$ cat src/rtl/fproc_meas_resp.sv
// Measurement response block: answers core-controller requests with the latest per-channel measurement bit.
// Optional FPROC_TIMEOUT_EN macro adds a bounded wait in WAIT_MEAS and a sticky timeout output.
module fproc_meas_resp #(
  parameter int unsigned N_MEAS         = 8,
  parameter int unsigned DATA_WIDTH     = 32,
  parameter int unsigned ID_WIDTH       = 8,
  parameter int unsigned TIMEOUT_CYCLES = 1024
) (
  input  logic                  clk,
  input  logic                  reset,
  input  logic [ID_WIDTH-1:0]   fproc_id,
  input  logic                  fproc_enable,
  input  logic [N_MEAS-1:0]     meas,
  input  logic [N_MEAS-1:0]     meas_valid,
  output logic [DATA_WIDTH-1:0] fproc_data,
  output logic                  fproc_ready,
  output logic                  busy,
  output logic                  err_id
`ifdef FPROC_TIMEOUT_EN
  ,
  output logic                  timeout
`endif
);

  localparam int unsigned CH_W  = (N_MEAS > 1) ? $clog2(N_MEAS) : 1;
`ifdef FPROC_TIMEOUT_EN
  localparam int unsigned CNT_W = $clog2(TIMEOUT_CYCLES + 1);
`endif

  typedef enum logic [1:0] {IDLE, WAIT_MEAS, RESP} state_t;

  state_t            state;
  logic [CH_W-1:0]   ch_q;
  logic              resp_err;
  logic [N_MEAS-1:0] stored;
  logic [N_MEAS-1:0] fresh;
`ifdef FPROC_TIMEOUT_EN
  logic [CNT_W-1:0]  cnt;
`endif

  logic            req_ok;
  logic [CH_W-1:0] req_ch;

  // Request decode: upper ID bits only matter for the range check.
  always_comb begin
    req_ok = (32'(fproc_id) < 32'(N_MEAS));
    req_ch = CH_W'(fproc_id);
  end

  always_ff @(posedge clk) begin
    if (reset) begin
      state       <= IDLE;
      ch_q        <= '0;
      resp_err    <= 1'b0;
      stored      <= '0;
      fresh       <= '0;
      fproc_data  <= '0;
      fproc_ready <= 1'b0;
      busy        <= 1'b0;
      err_id      <= 1'b0;
`ifdef FPROC_TIMEOUT_EN
      cnt         <= '0;
      timeout     <= 1'b0;
`endif
    end else begin
      fproc_ready <= 1'b0;

      // Consume the answered channel; a strobe in the same cycle re-arms it below.
      if (state == RESP && !resp_err)
        fresh[ch_q] <= 1'b0;
      for (int k = 0; k < N_MEAS; k++) begin
        if (meas_valid[k]) begin
          fresh[k]  <= 1'b1;
          stored[k] <= meas[k];
        end
      end

      case (state)
        IDLE: begin
          if (fproc_enable) begin
            busy <= 1'b1;
            ch_q <= req_ch;
            if (!req_ok) begin
              state       <= RESP;
              fproc_ready <= 1'b1;
              fproc_data  <= '0;
              err_id      <= 1'b1;
              resp_err    <= 1'b1;
            end else if (fresh[req_ch] || meas_valid[req_ch]) begin
              state       <= RESP;
              fproc_ready <= 1'b1;
              fproc_data  <= DATA_WIDTH'(meas_valid[req_ch] ? meas[req_ch] : stored[req_ch]);
              resp_err    <= 1'b0;
            end else begin
              state    <= WAIT_MEAS;
              resp_err <= 1'b0;
`ifdef FPROC_TIMEOUT_EN
              cnt      <= '0;
`endif
            end
          end
        end
        WAIT_MEAS: begin
          if (meas_valid[ch_q]) begin
            state       <= RESP;
            fproc_ready <= 1'b1;
            fproc_data  <= DATA_WIDTH'(meas[ch_q]);
          end
`ifdef FPROC_TIMEOUT_EN
          else if (cnt == CNT_W'(TIMEOUT_CYCLES - 1)) begin
            state       <= RESP;
            fproc_ready <= 1'b1;
            fproc_data  <= '1;
            timeout     <= 1'b1;
          end else begin
            cnt <= cnt + CNT_W'(1);
          end
`endif
        end
        RESP: begin
          state <= IDLE;
          busy  <= 1'b0;
        end
        default: begin
          state <= IDLE;
          busy  <= 1'b0;
        end
      endcase
    end
  end

endmodule
$ cat config.mk
export PLATFORM = sky130hd
export DESIGN_NAME = fproc_meas_resp
export DESIGN_NICKNAME = d
export VERILOG_FILES = /design/src/rtl/fproc_meas_resp.sv
export SDC_FILE = /design/constraint.sdc
export NUM_CORES = 1
export LEC_CHECK = 0
export BUFFER_PORTS_ARGS = -buffer_cell sky130_fd_sc_hd__buf_2
export CAP_MARGIN = 20
export CORE_ASPECT_RATIO = 1.25
export CORE_UTILIZATION = 53
export DETAILED_ROUTE_END_ITERATION = 10
export PLACE_DENSITY = 0.84
export SLEW_MARGIN = 20
export SYNTH_ARGS = -nofsm -noshare
export SYNTH_HDL_FRONTEND = slang
export SYNTH_SLANG_ARGS = --single-unit
export TNS_END_PERCENT = 30
$ cat constraint.sdc
create_clock -name clk -period 3.9 [get_ports clk]
set_clock_uncertainty 0.2 [all_clocks]
set_input_delay 0.78 -clock clk [delete_from_list [all_inputs] [get_ports clk]]
set_output_delay 0.78 -clock clk [all_outputs]
set_load 0.02 [all_outputs]
# Yosys cells after proc, flatten, opt, wreduce, memory -nomap -nowiden
# Cells that the tools add are included.
[totals]
in_bits = 27
reg_bits = 57
[classes]
magnitude_cmp = 4
bitwise_logic = 4
eq_ne = 5
n_mux = 42
n_reduce_logical = 19
[ops]
columns = ["cell", "n"]
rows = [
  ["two-way mux 32 bit", 4],
  ["case mux 32 bit (2 select lines)", 1],
  ["two-way mux 1 bit", 22],
  ["binary-select mux 1 bit (select 3 bit)", 6],
  ["nonzero test 2 bit", 9],
  ["bitwise AND 8 bit", 1],
  ["< comparator 3 x 4 -> 1 bit, second input constant", 2],
  ["< comparator 8 x 4 -> 1 bit, second input constant", 1],
  ["two-way mux 2 bit", 4],
  ["two-way mux 8 bit", 1],
  ["inverter 8 bit", 1],
  ["AND reduction 2 bit", 3],
  ["!= test 2 bit, second input constant", 2],
  ["case mux 1 bit (2 select lines)", 2],
  ["case mux 2 bit (2 select lines)", 1],
  ["AND reduction 4 bit", 1],
  ["demux 1 bit (select 3 bit)", 1],
  ["greater-or-equal comparator 3 x 1 -> 1 bit, second input constant", 1],
  ["!= test 3 bit, second input constant", 1],
  ["AND reduction 3 bit", 1],
  ["equality test 2 x 1 -> 1 bit, second input constant", 1],
  ["equality test 2 bit, second input constant", 1],
  ["logical AND 1 bit", 2],
  ["logical NOT 2 bit", 1],
  ["3 further kinds", 4],
]

# Longest topological paths before layout
# Gate-level depths: netlist (run 1).
[depth]
ltp_word = 8
mapped_depth = 6

# Least setup slack after synthesis (run 1)
# Ideal clock, no wire load.
[synth_timing]
kind = "input-to-reg"
start = "input fproc_id[0]"
end = "register fproc_data[0]"
stages = 6
n_path_buf = 1
t_arrival_ns = 2.079
path_slack_ns = 1.490
cell_sequence = "buf_6 > mux4_2 > mux2_2 > or3_1 > nand3_1 > a311oi_1"
[synth_between]
elab_chain_cells = 7
[synth_lines]
columns = ["element", "line_no", "text"]
rows = [
  ["from (decl)", "11", "input logic [ID_WIDTH-1:0] fproc_id,"],
  ["binary-select mux 1 bit (select 3 bit), on equally long branches", "92, 89", ""],
  ["two-way mux 1 bit, on equally long branches", "92, 89", ""],
  ["two-way mux 1 bit", "92", "fproc_data <= DATA_WIDTH'(meas_valid[req_ch] ? meas[req_ch] : stored[req_ch]);"],
  ["two-way mux 32 bit", "89", "end else if (fresh[req_ch] || meas_valid[req_ch]) begin"],
  ["two-way mux 32 bit", "83", "if (!req_ok) begin"],
  ["two-way mux 32 bit", "80", "if (fproc_enable) begin"],
  ["case mux 32 bit (2 select lines)", "78", "case (state)"],
  ["to (signal assigned)", "92", ""],
  ["to (signal assigned)", "107", "fproc_data <= DATA_WIDTH'(meas[ch_q]);"],
  ["to (decl)", "15", "output logic [DATA_WIDTH-1:0] fproc_data,"],
]
# Several ways; a longest one is shown, not always the timed one. The select of a mux whose other input is x is not followed.
# A chain may end at the register's enable or synchronous reset.

# Worst setup path in the final report (run 1)
# Ends and elaborated chain as after synthesis.

==> reports/results.txt, run 1 <==
First-pass GRT wire length - 5582 um
Row count - 22
Worst path required time - 3920 ps
CORE AREA - 0.003028 sq mm
Clk buf depth - 2
CTS tree - done
Critical setup path kind - in2reg
Layout cells sized above 1 - 23.47%
Die Area - 0.003523 sq mm
HPWL Detailed - 2707 um
Synth-to-layout area growth - 2.225%
Synth area leaders - dfxtp_1 (30%), buf_4 (14%), mux2i_1 (9.8%), mux4_1 (6.0%), nor2_1 (4.7%)
Detailed Route WL - 3573 um
Via density - 5.550
Post-synthesis register bit count - 26
RR Startpoint - ch_q[1]
Vias in the first global route - 1,206
Hold Path Class - reg2reg
Unique masters post-synth - 41
Total CTS buffers - 3
Post-synth EDFFs - 0
R2R cell count - 4
Avg Cell Area, Syn - 9.173 sq um
Number of max-cap violations - 0
Placed Area - 0.001745 sq mm
Initial core utilization - 57.56%
Final worst slack - 1583 ps
Synth area leader - dfxtp_1
Final net count - 241
Initial antenna violation count - 0
FF-to-FF setup slack - 1830 ps
H-tree levels - 1
Clk sinks - 26
Post-Place Setup Slack - 1218 ps
LEAKAGE - 0.8259 nW
Commonest non-fill, non-tap cell in the layout - conb_1
Post-CTS Hold Buffers - 0
Routed WL per cell - 14.35 um
Final Hold Violating Endpoints - 0
CTS root buffer - clkbuf_4
Main synth FF type - dfxtp_1
Clock latency on the worst-skew pair - 330 ps
Routability congestion estimate - 0.9530
Non-filler cells, final - 249
Synth warn - 0
Sequential-to-total area share from yosys stat - 29.86%
CTS resizes - 0
Max Freq - 0.4316 GHz
Critical path arrival - 2340 ps
Port buffer count - 30
1st-iter DRT viols - 43
DP Cell Count - 245
Netlist Area Pre-Place - 0.001743 sq mm
Clock-pin transition on the worst setup and hold timing paths - 150 ps
Vias - 1,382
Die width - 53.29 um
Hold slack - 283.9 ps
Peak VDD IR - 0.0002276 V
Remaining DRCs - 0
Final ANT Viol Nets - 0
Min Tclk post-route - 2317 ps
Largest net degree at the start of global routing - 27
PwrDens - 325.3 mW/mm^2
Final setup vio count - 0
Relative slew slack - 59.36%
Initial DRT Pass Iterations - 4
Fin crit share - 59.41%
Synth Instances - 190
R2r endpoint - fresh[2]
Cell area after layout - 0.001782 sq mm
Commonest non-fill, non-tap cells in the layout - conb_1 (31), buf_2 (30), dfxtp_1 (26), nor2_1 (22), mux2i_1 (17)
Io pins - 62
Grt total ovfl - 0
GRT Overall Usage - 22.06%
Unrepaired setup endpoints after global routing - no
Setup crit end kind - flop
Crit path to - fproc_data[0]
Synth async-reset ratio - 0%
Slew @ Worst Pin - 608.3 ps
CP Max Fanout - 11
Die extent in y - 66.12 um
CP Launch Type - input pin
Post-synth top area share - 29.86%
Setup TNS - 0 ps
Diodes inserted - 0
Max-slew violation count - 0
Setup Buffers After CTS - 0
Worst setup startpoint - fproc_id[0]
Outcome - complete, no violations
[flip-flops by register name, summed over array words and instances, names as in the netlist]
name and cells:
stored 8, err_id 1, busy 1, state 2, fproc_data 1, fresh 8, resp_err 1, fproc_ready 1
ch_q 3
[layer usage]
metal,global-route usage (%),up-vias,share of wire [%]
met3,3.448,15,7.1
li1,-,653,-
met5,0,-,0
met1,24.93,639,38
met2,39.53,75,51
met4,9.211,0,3.4
[Yosys cell counts (4+ instances only)]
cell / instances
nor3_1: 5
mux2i_1: 17
dfxtp_1: 26
o21ai_0: 8
a21oi_1: 10
mux2_2: 4
inv_1: 8
nand2_1: 6
mux4_1: 4
nor2_1: 22
o22ai_1: 4
buf_4: 32
[worst min-delay path by stage]
stage | start | to | slack, ps | depth (start not counted)
CTS | err_id | err_id | 290 | 2
finish | err_id | err_id | 280 | 2
floorplan | fresh[4] | fresh[4] | 250 | 2
global placement | err_id | err_id | 250 | 2
global route | err_id | err_id | 310 | 2
detailed placement | err_id | err_id | 260 | 2
[cell families (layout without fill, tap and decap cells)]
family                 Yosys count  in the layout  synth area share [%]
multiplexers                    28             28                 21.82
AND/OR/NAND/NOR                 51             51                 15.43
buffers and inverters           49             42                 19.24
AO/OA/AOI/OAI                   35             35                 13.42
other                            1             31                0.2152
flip-flops                      26             26                 29.86
[worst max-delay path, stage by stage]
cell and delay (ps):
buf_2 260, mux4_1 580, mux2_2 260, or3_1 300, nand3_1 70, a311oi_1 80
[metrics by stage]
stage / power (mW) / utilization, %
floorplan: 0.4313 / -
global placement: 0.4380 / 57.64
detailed placement: 0.4411 / 57.64
CTS: 0.5801 / 58.84
global route: 0.6061 / 58.84
finish: 0.5796 / 58.84
[layout make-up]
| cell class | count | area (sq um) |
|---|---|---|
| inverter | 8 | 30.03 |
| tap | 36 | 45.04 |
| sequential | 26 | 520.5 |
| multi-input combinational | 145 | 999.7 |
| fill | 287 | 1246 |
| clock buffer | 4 | 36.28 |
| timing repair buffer | 30 | 150.1 |
[report_power, final]
group	total (mW)	switching, mW	internal [mW]
clock network	0.142	0.0849	0.0573
registers	0.299	0.0155	0.283
logic	0.139	0.0817	0.0570
total	0.580	0.182	0.397
Power figures use the tool's default switching activity.
==> run 2, diff against run 1 <==
Settings changed: CORE_UTILIZATION 53 to 50, PLACE_DENSITY 0.84 to 0.8.
Clock period 3.9 ns to 2.15 ns, I/O delays scaled along.
==> reports/results.txt, run 2 (synthesis results as in run 1) <==
Port buffer count - 30
Commonest non-fill, non-tap cell in the layout - conb_1
Non-filler cells, final - 257
Post-CTS Hold Buffers - 0
Clk sinks - 26
Critical setup path kind - reg2reg
Vias in the first global route - 1,362
CP Max Fanout - 13
Hold-critical path depth - 3
Top Usage Layer GRT - met2
Final ANT Viol Nets - 0
Final setup vio count - 0
Die width - 54.81 um
Hold path endpoint - stored[0]
Initial antenna violation count - 0
Diodes inserted - 0
Routability congestion estimate - 0.8699
Met1 Use GR - 25.48%
Setup crit end kind - flop
Row count - 23
Synth-to-layout area growth - 6.748%
Fin crit share - 90.72%
Commonest non-fill, non-tap cells in the layout - conb_1 (31), buf_2 (30), dfxtp_1 (26), nor2_1 (22), mux2i_1 (17)
LEAKAGE - 0.8703 nW
Clk buf depth - 2
Clock latency on the worst-skew pair - 270 ps
Vias - 1,404
HP Start - meas[0]
Die Area - 0.003727 sq mm
R2R cell count - 5
Critical path arrival - 1940 ps
Min Tclk post-route - 1951 ps
Number of max-cap violations - 0
Clock-pin transition on the worst setup and hold timing paths - 90 ps
Detailed Route WL - 3580 um
Unrepaired setup endpoints after global routing - no
Io pins - 62
CORE AREA - 0.003252 sq mm
Hold Path Class - in2reg
H-tree levels - 1
HPWL Detailed - 2740 um
Peak VDD IR - 0.0005411 V
DP Cell Count - 254
GRT Overall Usage - 22.24%
First-pass GRT wire length - 5927 um
CP Launch Type - flop
Util after Layout - 57.21%
Largest net degree at the start of global routing - 27
Initial DRT Pass Iterations - 4
Via density - 5.463
Placed Area - 0.001819 sq mm
Worst path required time - 2140 ps
FF-to-FF setup slack - 200 ps
Routed WL per cell - 13.93 um
Final net count - 249
Grt total ovfl - 0
Die extent in y - 68.01 um
CTS tree - done
Final Hold Violating Endpoints - 0
Met3 usage - 4.889%
CTS resizes - 0
Cell area after layout - 0.001861 sq mm
Pwr Total - 1.089 mW
Outcome - complete, no violations
Max-slew violation count - 0
1st-iter DRT viols - 33
Total CTS buffers - 3
Largest regs - fresh (8), stored (8), ch_q (3)
Filler cells - 308
CTS root buffer - clkbuf_8
RR Startpoint - ch_q[0]
R2r endpoint - fproc_data[0]
Initial core utilization - 53.60%
Setup Buffers After CTS - 0
Remaining DRCs - 0
PwrDens - 585.4 mW/mm^2
Met2 Usage GRT - 37.65%
Layout cells sized above 1 - 25.91%
Max Freq - 0.5127 GHz
run 2: stage by stage:
step	setup slack (ps)	hold slack, ps	setup TNS [ps]
3_3_place_gp	-8.389	246.4	-8.389
4_1_cts	221.3	217.6	0
3_5_place_dp	-53.18	256.4	-53.18
2_1_floorplan	90.49	245.5	0
5_1_grt	20.84	219.4	0
6_report	199.4	220.5	0
run 2: critical path: stages, from the launching register on:
cell      delay (ps)
dfxtp_1          620
nand2_1          200
o31ai_1          350
o31ai_1          140
o2111a_1         150
a311oi_1         210
run 2: worst max path at each step:
stage | slack [ps] | from | cells after the start | endpoint
floorplan | 90 | fproc_id[0] | 6 | fproc_data[0]
global placement | -8 | fproc_id[0] | 6 | fproc_data[0]
detailed placement | -50 | fproc_id[0] | 6 | fproc_data[0]
CTS | 220 | ch_q[0] | 5 | fproc_data[0]
global route | 20 | ch_q[0] | 5 | fproc_ready
finish | 200 | ch_q[0] | 5 | fproc_data[0]
run 2: layer usage:
| metal | vias up | wire length, um |
|---|---|---|
| li1 | 667 | - |
| met1 | 670 | 1487 |
| met2 | 56 | 1846 |
| met3 | 11 | 172 |
| met4 | 0 | 73 |
| met5 | - | 0 |
run 2: power by group:
part | leakage [nW] | switching [mW] | internal (mW)
Clock | 0.0216 | 0.155 | 0.126
Sequential | 0.216 | 0.0223 | 0.513
Combinational | 0.633 | 0.155 | 0.118
Total | 0.870 | 0.333 | 0.757
run 2: cell type report:
type                            count  area (sq um)  share of cell area [%]
Multi-Input combinational cell    145         999.7                   53.73
Sequential cell                    26         520.5                   27.98
Timing Repair Buffer               38         222.7                   11.97
Tap cell                           37         46.29                   2.488
Clock buffer                        3         41.29                   2.219
Inverter                            8         30.03                   1.614
